===== src/rtl/vx_warp_fetch_sched.sv =====
// vx_warp_fetch_sched: warp scheduler feeding instruction fetch.
// Keeps per-warp active/stall/PC/tmask state, picks one ready warp per cycle
// round-robin and presents {wid, pc, tmask, uuid} over a valid/ready port.
// An issued warp stays stalled until decode unlocks it or a branch/tmc resolves it.
// Ports:
//   clk, reset          clock, synchronous active-high reset
//   wspawn_*            spawn inactive warps in wspawn_wmask at wspawn_pc
//   tmc_*               thread-mask change (all-zero mask deactivates), unlocks
//   branch_*            branch resolution, unlocks, optional redirect
//   unlock_*            decode unlock for non-control instructions
//   sched_*             schedule output to fetch (valid/ready)
//   busy                any warp active or an entry pending
module vx_warp_fetch_sched #(
  parameter int unsigned NUM_WARPS    = 4,
  parameter int unsigned NUM_THREADS  = 4,
  parameter int unsigned XLEN         = 32,
  parameter int unsigned UUID_WIDTH   = 44,
  parameter logic [XLEN-1:0] STARTUP_ADDR = XLEN'(32'h80000000),
  localparam int unsigned NW_W = (NUM_WARPS > 1) ? $clog2(NUM_WARPS) : 1
) (
  input  logic                   clk,
  input  logic                   reset,
  input  logic                   wspawn_valid,
  input  logic [NUM_WARPS-1:0]   wspawn_wmask,
  input  logic [XLEN-1:0]        wspawn_pc,
  input  logic                   tmc_valid,
  input  logic [NW_W-1:0]        tmc_wid,
  input  logic [NUM_THREADS-1:0] tmc_tmask,
  input  logic                   branch_valid,
  input  logic [NW_W-1:0]        branch_wid,
  input  logic                   branch_taken,
  input  logic [XLEN-1:0]        branch_dest,
  input  logic                   unlock_valid,
  input  logic [NW_W-1:0]        unlock_wid,
  output logic                   sched_valid,
  output logic [NW_W-1:0]        sched_wid,
  output logic [XLEN-1:0]        sched_pc,
  output logic [NUM_THREADS-1:0] sched_tmask,
  output logic [UUID_WIDTH-1:0]  sched_uuid,
  input  logic                   sched_ready,
  output logic                   busy
);

  logic [NUM_WARPS-1:0]   active_q, active_d;
  logic [NUM_WARPS-1:0]   stall_q, stall_d;
  logic [XLEN-1:0]        pc_q [NUM_WARPS];
  logic [XLEN-1:0]        pc_d [NUM_WARPS];
  logic [NUM_THREADS-1:0] tmask_q [NUM_WARPS];
  logic [NUM_THREADS-1:0] tmask_d [NUM_WARPS];
  logic [NW_W-1:0]        rr_q, rr_d;
  logic [UUID_WIDTH-1:0]  uuid_q, uuid_d;

  logic                   sched_valid_q, sched_valid_d;
  logic [NW_W-1:0]        sched_wid_q, sched_wid_d;
  logic [XLEN-1:0]        sched_pc_q, sched_pc_d;
  logic [NUM_THREADS-1:0] sched_tmask_q, sched_tmask_d;
  logic [UUID_WIDTH-1:0]  sched_uuid_q, sched_uuid_d;
  logic                   busy_q, busy_d;

  logic [NUM_WARPS-1:0]   ready_set;
  logic                   pick_found;
  logic [NW_W-1:0]        pick_wid;
  int unsigned            idx;
  logic                   issue;
  logic                   branch_en;
  logic                   unlock_en;

  assign ready_set = active_q & ~stall_q;

  // Round-robin pick: first ready warp at or after rr_q, wrapping.
  always_comb begin
    pick_found = 1'b0;
    pick_wid   = '0;
    idx        = 0;
    for (int unsigned i = 0; i < NUM_WARPS; i++) begin
      idx = int'(rr_q) + i;
      if (idx >= NUM_WARPS) idx = idx - NUM_WARPS;
      if (!pick_found && ready_set[NW_W'(idx)]) begin
        pick_found = 1'b1;
        pick_wid   = NW_W'(idx);
      end
    end
  end

  assign issue = (!sched_valid_q || sched_ready) && pick_found;

  // Same-wid priority: tmc drops branch and unlock, branch drops unlock.
  assign branch_en = branch_valid && !(tmc_valid && (tmc_wid == branch_wid));
  assign unlock_en = unlock_valid && !(tmc_valid && (tmc_wid == unlock_wid))
                                  && !(branch_en && (branch_wid == unlock_wid));

  // Next-state: issue first, then spawn and resolution events.
  always_comb begin
    active_d      = active_q;
    stall_d       = stall_q;
    pc_d          = pc_q;
    tmask_d       = tmask_q;
    rr_d          = rr_q;
    uuid_d        = uuid_q;
    sched_valid_d = sched_valid_q;
    sched_wid_d   = sched_wid_q;
    sched_pc_d    = sched_pc_q;
    sched_tmask_d = sched_tmask_q;
    sched_uuid_d  = sched_uuid_q;

    if (issue) begin
      sched_valid_d     = 1'b1;
      sched_wid_d       = pick_wid;
      sched_pc_d        = pc_q[pick_wid];
      sched_tmask_d     = tmask_q[pick_wid];
      sched_uuid_d      = uuid_q;
      stall_d[pick_wid] = 1'b1;
      pc_d[pick_wid]    = pc_q[pick_wid] + XLEN'(4);
      rr_d              = (pick_wid == NW_W'(NUM_WARPS - 1)) ? '0 : pick_wid + NW_W'(1);
      uuid_d            = uuid_q + UUID_WIDTH'(1);
    end else if (sched_ready) begin
      sched_valid_d = 1'b0;
    end

    if (wspawn_valid) begin
      for (int unsigned i = 0; i < NUM_WARPS; i++) begin
        if (wspawn_wmask[i] && !active_q[i]) begin
          active_d[i] = 1'b1;
          pc_d[i]     = wspawn_pc;
          tmask_d[i]  = NUM_THREADS'(1);
          stall_d[i]  = 1'b0;
        end
      end
    end

    // A warp issued this cycle keeps its new stall; stray releases are ignored.
    if (unlock_en && !(issue && pick_wid == unlock_wid)) begin
      stall_d[unlock_wid] = 1'b0;
    end

    if (branch_en) begin
      if (!(issue && pick_wid == branch_wid)) stall_d[branch_wid] = 1'b0;
      if (branch_taken) pc_d[branch_wid] = branch_dest;
    end

    if (tmc_valid) begin
      if (!(issue && pick_wid == tmc_wid)) stall_d[tmc_wid] = 1'b0;
      tmask_d[tmc_wid] = tmc_tmask;
      if (tmc_tmask == '0) active_d[tmc_wid] = 1'b0;
    end

    busy_d = (|active_d) || sched_valid_d;
  end

  // State and output registers.
  always_ff @(posedge clk) begin
    if (reset) begin
      active_q      <= NUM_WARPS'(1);
      stall_q       <= '0;
      for (int unsigned i = 0; i < NUM_WARPS; i++) begin
        pc_q[i]    <= (i == 0) ? STARTUP_ADDR : '0;
        tmask_q[i] <= (i == 0) ? NUM_THREADS'(1) : '0;
      end
      rr_q          <= '0;
      uuid_q        <= '0;
      sched_valid_q <= 1'b0;
      sched_wid_q   <= '0;
      sched_pc_q    <= '0;
      sched_tmask_q <= '0;
      sched_uuid_q  <= '0;
      busy_q        <= 1'b1;
    end else begin
      active_q      <= active_d;
      stall_q       <= stall_d;
      pc_q          <= pc_d;
      tmask_q       <= tmask_d;
      rr_q          <= rr_d;
      uuid_q        <= uuid_d;
      sched_valid_q <= sched_valid_d;
      sched_wid_q   <= sched_wid_d;
      sched_pc_q    <= sched_pc_d;
      sched_tmask_q <= sched_tmask_d;
      sched_uuid_q  <= sched_uuid_d;
      busy_q        <= busy_d;
    end
  end

  assign sched_valid = sched_valid_q;
  assign sched_wid   = sched_wid_q;
  assign sched_pc    = sched_pc_q;
  assign sched_tmask = sched_tmask_q;
  assign sched_uuid  = sched_uuid_q;
  assign busy        = busy_q;

endmodule

===== config.mk =====
export PLATFORM = sky130hd
export DESIGN_NAME = vx_warp_fetch_sched
export DESIGN_NICKNAME = d
export VERILOG_FILES = /design/src/rtl/vx_warp_fetch_sched.sv
export SDC_FILE = /design/constraint.sdc
export NUM_CORES = 1
export LEC_CHECK = 0
export BUFFER_PORTS_ARGS = -buffer_cell sky130_fd_sc_hd__buf_2
export CORE_ASPECT_RATIO = 1.5
export CORE_MARGIN = 4
export CORE_UTILIZATION = 40
export CTS_CLUSTER_SIZE = 16
export DETAILED_ROUTE_END_ITERATION = 8
export PLACE_DENSITY = 0.6
export SYNTH_ARGS = -nofsm -noshare
export SYNTH_HDL_FRONTEND = slang
export SYNTH_SLANG_ARGS = --single-unit

===== constraint.sdc =====
create_clock -name clk -period 6.45 [get_ports clk]
set_input_delay 0.9675 -clock clk [delete_from_list [all_inputs] [get_ports clk]]
set_output_delay 0.9675 -clock clk [all_outputs]
set_load 0.01 [all_outputs]

After elaboration in Yosys (flattened, before gate mapping):

Cells that the tools add are included.

* register bits: 282
* bits of input ports: 86
* output and inout bits: 84
* word-level logic and storage cells: 189

* add/subtract/negate cells: 10
* order comparisons: 22
* equal/unequal tests: 7
* multiplexer cells: 78
* bitwise logic cells: 13
* reductions and logical operators: 41

Operators with widths (count)
* 2-to-1 mux 128 bit: 4
* bitwise mux 128 bit: 2
* 2-to-1 mux 32 bit: 8
* demux 32 bit (select 2 bit): 2
* 2-to-1 mux 4 bit: 17
* binary-select mux 32 bit (select 2 bit): 1
* adder 44 x 1 -> 44 bit, second input constant: 1
* adder 32 x 3 -> 32 bit, second input constant: 1
* 2-to-1 mux 16 bit: 2
* logical AND 1 bit: 25
* < comparator 2 x 3 -> 1 bit, second input constant: 8
* 2-to-1 mux 1 bit: 22
* bitwise AND 4 bit: 5
* greater-or-equal comparator 3 bit, second input constant: 6
* 2-to-1 mux 2 bit: 9
* bitwise mux 16 bit: 1
* NOT 4 bit: 4
* equality test 2 bit: 6
* zero test 1 bit: 12
* < comparator 3 x 1 -> 1 bit, second input constant: 3
* NOT 2 -> 3 bit: 3
* binary-select mux 1 bit (select 2 bit): 4
* binary-select mux 4 bit (select 2 bit): 1
* demux 1 bit (select 2 bit): 4
* 12 further kinds: 20

Depth between registers and ports, before layout:

Gate-level depths: netlist of run 1.

* word-level depth: 30
* gate-level depth with buffers: 18
* gate-level depth less buffers: 14

Least setup slack after synthesis of run 1:

OpenSTA, ideal clock, no wires.

* path type: reg-to-reg
* start point: register rr_q[1]
* end point: register pc_q[86] (netlist bit)
* library setup time: 0.134 ns
* arrival time: 3.558 ns
* data required time: 6.316 ns
* setup slack: 2.759 ns
* cell stages (with the launch flop): 17
* buffers on the path: 3
* clock period less this slack: 3.691 ns
* cell sequence: dfxtp_1 -> mux2_2 -> o211a_1 -> buf_2 -> inv_2 -> buf_6 -> buf_6 -> a21oi_1 -> a32oi_2 -> ha_1 -> inv_1 -> a221oi_1 -> nand4_1 -> or3_1 -> nor4_2 -> xor2_1 -> o22ai_1

* cells in the longest elaborated chain, start to end: 26
* elaborated cells between the ends (all ways): 55
* classes of those cells: add/sub: 8; order compare: 6; mux: 32; bitwise: 1; reduce/logical: 8

RTL lines
* start, declared: line 50 `logic [NW_W-1:0] rr_q, rr_d;`
* start signal, assigned: line 172 `rr_q <= rr_d;`
* parallel branches: the longest is 20 deep, another holds adder 2 x 1 -> 3 bit
* 2-to-1 mux 128 bit *: line 106 `if (issue) begin`
* 2-to-1 mux 32 bit: line 122 `if (wspawn_wmask[i] && !active_q[i]) begin`
* 2-to-1 mux 128 bit *: line 120 `if (wspawn_valid) begin`
* bitwise mux 128 bit: line 138 `if (branch_taken) pc_d[branch_wid] = branch_dest;`
* 2-to-1 mux 128 bit: line 138
* 2-to-1 mux 128 bit *: line 136 `if (branch_en) begin`
* end signal, assigned by index: line 156 `pc_q[i] <= (i == 0) ? STARTUP_ADDR : '0;`
* end signal, assigned: line 170 `pc_q <= pc_d;`
* end, declared: line 46 `logic [XLEN-1:0] pc_q [NUM_WARPS];`

Every way passes the cells marked *. The select of a mux whose other input is x is not followed.
A chain may end at the register's enable or synchronous reset.

Worst setup path in the final report of run 1:

* start point: register active_q[0]
* end point: register pc_q[54] (netlist bit)

* cells in the longest elaborated chain, start to end: 25
* elaborated cells between the ends (all ways): 41
* classes of those cells: add/sub: 1; order compare: 2; mux: 28; bitwise: 2; reduce/logical: 8

RTL lines
* start, declared: line 44 `logic [NUM_WARPS-1:0] active_q, active_d;`
* start signal, assigned: line 168 `active_q <= active_d;`
* bitwise AND 4 bit *: line 68 `assign ready_set = active_q & ~stall_q;`
* binary-select mux 1 bit (select 2 bit): line 78 `if (!pick_found && ready_set[NW_W'(idx)]) begin`
* 2-to-1 mux 1 bit (implied by the code): line 78
* 2-to-1 mux 1 bit: line 78
* zero test 1 bit: line 78
* logical AND 1 bit: line 78
* 2-to-1 mux 1 bit: line 78
* zero test 1 bit: line 78
* [... 9 more ...]
* adder 32 x 3 -> 32 bit or demux 32 bit (select 2 bit) (tied branches): line 113 `pc_d[pick_wid] = pc_q[pick_wid] + XLEN'(4);`
* bitwise mux 128 bit: line 113
* 2-to-1 mux 128 bit *: line 106
* 2-to-1 mux 32 bit: line 122
* 2-to-1 mux 128 bit *: line 120
* bitwise mux 128 bit: line 138
* 2-to-1 mux 128 bit: line 138
* 2-to-1 mux 128 bit *: line 136

Every way passes the cells marked *; elsewhere a longest branch is shown, timed or not. The select of a mux whose other input is x is not followed.

==> flow_summary.ini, run 1 <==
[global_routing]
overflow = 0
grt_pass1_wl_um = 82900
grt_max_degree = 135
grt_pass1_vias = 14558
grtUsageTotal_pct = 25.8
grt_antenna_before_repair = 6

[route]
drc = 0
wl_um = 54500
via_per_inst = 5.96
first_iter_violations = 1516
vias = 15502
drt-pass1-iter-count = 6
drtAntennaViolNets = 0
wl_per_cell_um = 20.9

[finish]
instances_no_fill = 2603
areaGrowthSynthToFinish_pct = 14.6
drive_gt1_share_pct = 13.6
nets = 2186
multi_input_area_um2 = 8540
nFillCells = 3754
regArea_um2 = 5650
fin_util_pct = 46.3

[floorplanning]
io_pins = 170
fp.dieW_um = 165
die_h_um = 244
start_util_pct = 40.4
core_area_um2 = 36700
core.rowCount = 86
design.die.area_um2 = 40200

[synth]
yosysTopAreaCellShare_pct = 38.1
synth_ff_type = dfxtp_1
ys_seq_elements = 282
synth.largest_area_cell = dfxtp_1
syn_inst = 2025
synth_area_per_cell_um2 = 7.32
yosys_warnings = 0
synth.distinct_cells = 63
ys_seq_area_share_pct = 38.1
synthesis.area_um2 = 14800
yosysMostFrequentCell = nand2_1
synthArstFlopShare_pct = 0
synthTopCellsByArea = dfxtp_1 (38%), nand2_1 (9.4%), a21oi_1 (8.8%), nor2_1 (6.3%), nand3_1 (4.1%)
synth_nets = 2117
synth_commonest_cells = nand2_1 (371), dfxtp_1 (282), a21oi_1 (260), nor2_1 (248), clkbuf_1 (134)
synth_edf_count = 0

[setup_path]
worst-setup-path-type = reg -> reg
critical_path_required_ns = 6.86
crit_fanout = 27
crit_arrival_ns = 5.30
endpoint_kind = register
reg2regPathDepth = 15
start_kind = register

[clocking]
cts.sinks = 282
cts-buffers-inserted = 29
cts_tree = done
cts-htree-levels = 1
clkTransAtPathRegs_ns = 0.07
cts_max_path_buffers = 3
cts.repair.resized = 0
cts_hold_buf = 0
post-cts-setup-buffers = 0
clk_latency_ns = 0.57
clockRootBuffer = clkbuf_16

[sta]
tightest_slew_ns = 1.21
min_period_ns = 4.89
grt_setup_unrepaired = false
setup_viol = 0
hold_viol_final = 0
max_freq_mhz = 205
fin_skew_ns = 0.0136
fin_crit_sh_pct = 75.8
fin_setup_tns_ns = 0
slew_violations = 0
fin_ws_ns = 1.56
timing.slew.headroom_pct = 19.0

[worst_hold_path]
worstHoldPathCells = 2
hold_path_class = reg -> reg

[placement]
gp_congestion = 0.886
dp_hpwl_um = 35000
dp_worst_setup_slack_ns = 1.62
portBuffers = 169
placed_cells = 2547

[power]
power.total_uw = 5330
p_leak_uw = 0.00615
peakVddDrop_uv = 218
p_per_area_nw_per_um2 = 314

[flow_run]
maxCapViolCount = 0

[run_status]
status = finished clean
[stage by stage]
step                hold WS [ns]  area [µm²]
finish                     0.449       17000
global route               0.464       17000
CTS                        0.452       17000
detailed placement         0.444       15900
global placement           0.440       15900
floorplan                  0.444       14800
[cells by family after synthesis]
logic type / Yosys count / synth area share [%]
XOR/XNOR: 63 / 3.72
buffers and inverters: 174 / 4.66
AND/OR/NAND/NOR: 931 / 28.0
flip-flops: 282 / 38.1
AO/OA/AOI/OAI: 521 / 21.7
multiplexers: 48 / 3.31
adder cells (fa/ha/maj): 6 / 0.507
[layer usage]
metal,part of all wire (%),vias to the layer above,global-route usage [%],wire (µm)
li1,-,7307,-,-
met1,40,7235,32.0,21600
met2,48,772,42.8,26000
met3,7.7,184,3.88,4190
met4,5.0,4,13.6,2730
met5,0.040,-,0,22
[worst max-delay path, stage by stage (launching register included)]
cell and delay, ns:
dfxtp_1 0.41, nand2b_1 0.15, mux2_2 0.30, o211a_1 0.21, buf_4 0.29, inv_2 0.45
a21oi_1 0.10, a32oi_2 0.47, ha_1 0.34, inv_1 0.06, a221oi_1 0.21, nand4_1 0.40
or3_1 0.60, nor4_2 0.21, xor2_1 0.34, o22ai_1 0.15
[placed cells by master (no fill, tap or decap), drive strengths merged, types with 5 or more instances in the layout]
master and count:
and3 29, a21oi 260, o211ai 25, and2 8, o22ai 12, mux2i 40
nor2b 8, a211oi 64, nor3 54, a32oi 14, inv 11, a221oi 20
nor2 248, o21ai 51, or3 24, xnor2 26, o221ai 12, dfxtp 282
nand3 120, or2 6, a31oi 18, nand4 23, xor2 37, nand2 372
a22oi 13, clkbuf 40, ha 6, a311oi 11, and4 5, nor4 9
nand2b 6, or4 11, buf 200, bufinv 5, mux2 8
[flip-flops by register name, indices dropped and copies added, names as in the netlist, 2 cells and up]
signal       flops
active_q         4
pc_q           128
rr_q             2
sched_pc        32
sched_tmask      4
sched_uuid      44
sched_wid        2
stall_q          4
tmask_q         16
uuid_q          44
[power breakdown]
part	switching, µW	total, µW	leakage [µW]	internal (µW)
Combinational	1010	1470	0.00336	466
Clock	753	1850	0.000498	1100
Sequential	103	2000	0.00230	1900
[path summary, 6_finish.rpt]
| check | slack, ns | startpoint | endpoint |
|---|---|---|---|
| max | 1.56 | active_q[0]$_SDFF_PP1_ | pc_q[54]$_SDFF_PP0_ |
| min | 0.45 | sched_pc[0]$_SDFFE_PP0N_ | sched_pc[0]$_SDFFE_PP0N_ |
| max reg2reg | 1.56 | active_q[0]$_SDFF_PP1_ | pc_q[54]$_SDFF_PP0_ |
| min reg2reg | 0.45 | sched_pc[0]$_SDFFE_PP0N_ | sched_pc[0]$_SDFFE_PP0N_ |
[final cells by class]
class | instances | share of cell area [%]
multi-input cells | 1569 | 50.3
flip-flops and latches | 282 | 33.2
repair buffers | 201 | 6.52
clock buffers | 39 | 4.91
well taps | 484 | 3.57
clock inverters | 13 | 1.18
inverters | 11 | 0.243
diodes | 4 | 0.0589
Note: power is estimated with default switching activity, not from simulation.
==> inputs of run 2 (changes only) <==
Settings changed: PLACE_DENSITY 0.6 to 0.62.
Clock period 6.45 ns to 4.15 ns, I/O delays scaled along.
==> run 2 against run 1 <==
Clock-buffer cell count increased by 7. Flip-flop and latch count unchanged. Clock skew shrank 0.0026 ns. Critical endpoint is now pc_q[57]$_SDFF_PP0_. Final cell count is 1.5% higher. Non-clock buffer count is 39 higher. Wire length grew 1.6%. Fmax up 28%. Combinational power increased by 63%.
==> flow_summary.ini, run 2 (synthesis gave the netlist of run 1 again) <==
[sta]
fin_skew_ns = 0.0110
slew_violations = 0
max_freq_mhz = 262
fin_setup_tns_ns = 0
tightest_slew_ns = 1.10
fin_crit_sh_pct = 91.9
timing.slew.headroom_pct = 25.9
grt_setup_unrepaired = false
setup_viol = 0
hold_viol_final = 0
min_period_ns = 3.81

[setup_path]
endpoint_kind = register
worst-setup-path-type = reg -> reg
r2r_setup_slack_ns = 0.34
crit_fanout = 62
start_kind = register
r2r_start = active_q[3]$_SDFF_PP0_
rr_endpoint = pc_q[57]$_SDFF_PP0_
reg2regPathDepth = 14
crit_chain = nand2b_1 -> a21boi_0 -> o21ai_4 -> inv_2 -> buf_12 -> a21oi_1 -> a32oi_1 -> nand4_1 -> buf_4 -> nor4_4 -> buf_4 -> a31oi_1 -> o21ai_0 -> a21oi_1
cp.buffers_inverters = 4
critical_path_required_ns = 4.57
crit_arrival_ns = 4.23
crit_slowest_cell = dfxtp_1
slowest_delay_ns = 0.40
cp_top_family = compound AO/OA/AOI/OAI gates

[placement]
portBuffers = 169
dp_hpwl_um = 36400
placed_cells = 2581
gp_congestion = 0.920

[power]
p_per_area_nw_per_um2 = 477
p_leak_uw = 0.00637
peakVddDrop_uv = 354

[global_routing]
overflow = 0
grt_pass1_wl_um = 86000
grt_antenna_before_repair = 6
grt_max_degree = 116
grtUsageTotal_pct = 26.6
grt_pass1_vias = 15369

[floorplanning]
core_area_um2 = 36700
core.rowCount = 86
design.die.area_um2 = 40200
start_util_pct = 40.4
die_h_um = 244
fp.dieW_um = 165
io_pins = 170

[finish]
nFillCells = 3645
instances_no_fill = 2642
most-common-layout-cells = nand2_1 (371), dfxtp_1 (282), a21oi_1 (260)
largest_reg_flops = 128
nets = 2226
areaGrowthSynthToFinish_pct = 16.7
largest_register = pc_q
drive_gt1_share_pct = 14.9
final_common_cell = nand2_1

[flow_run]
maxCapViolCount = 0

[route]
met1_length_um = 20900
first_iter_violations = 1581
vias = 15823
top_layer = met5
dr_wl_met2_um = 26400
wl_um = 55400
drc = 0
drt-pass1-iter-count = 7
met3_length_um = 4710
wl_per_cell_um = 21.0
via_per_inst = 5.99
drtAntennaViolNets = 0

[clocking]
cts-htree-levels = 1
clk_latency_ns = 0.58
cts.sinks = 282
cts_max_path_buffers = 3
clockRootBuffer = clkbuf_16
clkTransAtPathRegs_ns = 0.06
cts_tree = done
cts-buffers-inserted = 30

[worst_hold_path]
worstHoldPathCells = 3
worstHoldStart = branch_dest[3]
hold_end = pc_q[99]$_SDFF_PP0_
hold_path_class = in -> reg

[run_status]
status = finished clean
-- run 2: changes by cell type in the layout (fill, tap and decap cells not counted), sizes merged --
cell and delta:
buf +39, bufinv -3, clkbuf +7, clkinvlp -4
-- run 2: layer usage --
metal  vias up  GRT usage (%)
met5         -              0
met4         4           15.0
met3       240           4.62
met2       847           44.6
met1      7356           31.8
li1       7376              -
-- run 2: final cells by class --
| type | count | area, µm² | share of cell area, % |
|---|---|---|---|
| Clock inverter | 6 | 80.1 | 0.463 |
| Inverter | 11 | 41.3 | 0.239 |
| Multi-Input combinational cell | 1569 | 8540 | 49.4 |
| Clock buffer | 46 | 902 | 5.22 |
| Tap cell | 484 | 606 | 3.50 |
| Antenna cell | 4 | 10.0 | 0.0579 |
| Sequential cell | 282 | 5650 | 32.7 |
| Timing Repair Buffer | 240 | 1460 | 8.46 |
-- run 2: how the worst max path moves through the flow --
stage | slack, ns | end | depth (start not counted) | from
2_1_floorplan | 0.46 | pc_q[86]$_SDFF_PP0_ | 16 | rr_q[1]$_SDFFE_PP0N_
3_3_place_gp | 0.37 | pc_q[58]$_SDFF_PP0_ | 14 | active_q[0]$_SDFF_PP1_
3_5_place_dp | 0.22 | pc_q[122]$_SDFF_PP0_ | 14 | stall_q[3]$_SDFF_PP0_
4_1_cts | 0.20 | pc_q[122]$_SDFF_PP0_ | 14 | stall_q[3]$_SDFF_PP0_
5_1_grt | 0.09 | pc_q[95]$_SDFF_PP0_ | 13 | active_q[3]$_SDFF_PP0_
6_report | 0.34 | pc_q[57]$_SDFF_PP0_ | 14 | active_q[3]$_SDFF_PP0_
-- run 2: what timing repair did --
action                                 CTS  global route
setup endpoints to repair                0            22
hold buffers                             0             0
endpoints found under the hold margin    0             0
resized for setup                        0             1
buffers inserted                         0             5
-- run 2: power breakdown --
part / internal, µW / total [µW] / switching [µW]
Clock: 1600 / 2740 / 1140
Sequential: 2960 / 3120 / 161
Combinational: 808 / 2390 / 1580
Total: 5370 / 8250 / 2880
-- run 2: through the flow --
step | hold slack [ns] | area, µm² | worst slack [ns] | power, µW | util [%]
5_1_grt | 0.333 | 17300 | 0.0884 | 8640 | 47.1
3_3_place_gp | 0.440 | 16300 | 0.367 | 5480 | 44.3
2_1_floorplan | 0.444 | 14800 | 0.459 | 4640 | -
6_report | 0.326 | 17300 | 0.338 | 8250 | 47.1
4_1_cts | 0.312 | 17200 | 0.198 | 8240 | 47.0
3_5_place_dp | 0.445 | 16300 | 0.222 | 5510 | 44.3
-- run 2: worst min-delay path, cell delays in order --
cell and delay [ns]:
buf_2 0.13, nand2_1 0.05, a21oi_1 0.05
==> inputs of run 3 (changes only) <==
Settings changed: REMOVE_ABC_BUFFERS set to 1.
==> run 3 against run 2 <==
Final cell count increased by 0.15%. Worst setup slack got worse by 0.099 ns. Clock-buffer cell count down 7. Sequential power about the same. Non-clock buffer count down 3. Die area is the same. Utilization grew 0.11 points. Clock skew increased by 0.0016 ns. Critical path type unchanged.
==> flow_summary.ini, run 3 (synthesis gave the netlist of run 1 again) <==
[global_routing]
grt_pass1_vias = 15002
grt_antenna_before_repair = 5
grt_max_degree = 139
grtUsageTotal_pct = 26.0
grt_pass1_wl_um = 83300
overflow = 0

[power]
p_per_area_nw_per_um2 = 481
p_leak_uw = 0.00638
peakVddDrop_uv = 336

[route]
drtAntennaViolNets = 0
vias = 15804
drt-pass1-iter-count = 6
via_per_inst = 5.97
wl_um = 54800
drc = 0
first_iter_violations = 1666
wl_per_cell_um = 20.7

[setup_path]
start_kind = register
worst-setup-path-type = reg -> reg
crit_arrival_ns = 4.35
endpoint_kind = register
critical_path_required_ns = 4.59
crit_fanout = 23

[floorplanning]
io_pins = 170
fp.dieW_um = 165
core.rowCount = 86
start_util_pct = 40.4
design.die.area_um2 = 40200
core_area_um2 = 36700
die_h_um = 244

[sta]
fin_crit_sh_pct = 94.2
tightest_slew_ns = 0.996
setup_viol = 0
timing.slew.headroom_pct = 33.4
hold_viol_final = 0
max_freq_mhz = 256
slew_violations = 0
fin_skew_ns = 0.0126
fin_setup_tns_ns = 0
grt_setup_unrepaired = false
min_period_ns = 3.91

[clocking]
cts_tree = done
cts_max_path_buffers = 3
clkTransAtPathRegs_ns = 0.07
cts-buffers-inserted = 30
cts_hold_buf = 0
clk_latency_ns = 0.59
cts.sinks = 282
clockRootBuffer = clkbuf_16
cts-htree-levels = 1

[run_status]
status = finished clean

[finish]
design_area_um2 = 17300
drive_gt1_share_pct = 15.0
regArea_um2 = 5650
largest_reg_flops = 128
fin_util_pct = 47.2
final_common_cell = nand2_1
nFillCells = 3724
nets = 2223
most-common-layout-cells = nand2_1 (371), dfxtp_1 (282), a21oi_1 (260)
largest_register = pc_q
multi_input_area_um2 = 8560
areaGrowthSynthToFinish_pct = 17.0

[flow_run]
maxCapViolCount = 0

[placement]
dp_hpwl_um = 36200
portBuffers = 169
placed_area_um2 = 16200
gp_congestion = 0.916

[worst_hold_path]
hold_path_class = in -> reg
run 3: changes by cell type in the layout (fill, tap and decap cells not counted), sizes merged:
cell,change
clkbuf,-8
clkinv,+7
diode,+3
buf,-2
bufinv,+2
clkinvlp,+2
run 3: cell type report:
class / count / share of cell area [%]
multi-input cells: 1569 / 49.4
clock buffers: 39 / 4.82
flip-flops and latches: 282 / 32.6
inverters: 11 / 0.238
clock inverters: 17 / 1.18
well taps: 484 / 3.49
diodes: 7 / 0.101
repair buffers: 237 / 8.17
run 3: timing repair:
action	CTS	global route
setup endpoints to repair	0	21
buffers inserted	0	4
resized for setup	0	1
run 3: power breakdown:
part	internal (µW)	switching, µW	total (µW)
Combinational	794	1560	2360
Sequential	2960	159	3110
Clock	1670	1200	2870
Total	5420	2920	8340
run 3: routing by layer:
layer  vias up  share of wire (%)  global-route usage [%]
met5         -                  0                       0
met4         0                6.2                    16.0
met3       243                7.3                    3.77
met2       760                 49                    44.1
met1      7409                 38                    30.4
li1       7392                  -                       -
run 3: worst paths after layout:
kind	startpoint	slack (ns)	cells after the start	endpoint
min reg2reg	sched_uuid[10]$_SDFFE_PP0N_	0.45	2	sched_uuid[10]$_SDFFE_PP0N_
max reg2reg	active_q[0]$_SDFF_PP1_	0.24	12	pc_q[22]$_SDFF_PP0_
max	active_q[0]$_SDFF_PP1_	0.24	12	pc_q[22]$_SDFF_PP0_
min	branch_dest[31]	0.32	3	pc_q[127]$_SDFF_PP1_
run 3: critical path, cell delays in order, from the launching register on:
cell and delay, ns:
dfxtp_1 0.43, nand2b_1 0.17, mux2_2 0.31, o211a_1 0.24, inv_2 0.12, buf_4 0.29, a21oi_1 0.08, a32oi_1 0.32
nand4_1 0.47, or3_1 0.61, nor4_2 0.21, xor2_1 0.37, o22ai_1 0.15
run 3: per-stage QoR:
step / worst slack [ns] / hold slack, ns / power, µW / instances
2_1_floorplan: -2.45 / 0.438 / 4520 / 1862
3_3_place_gp: 0.292 / 0.441 / 5440 / 2579
3_5_place_dp: 0.205 / 0.444 / 5480 / 2579
4_1_cts: 0.192 / 0.302 / 8350 / 2635
5_1_grt: 0.00643 / 0.337 / 8710 / 2644
6_report: 0.239 / 0.323 / 8340 / 2646
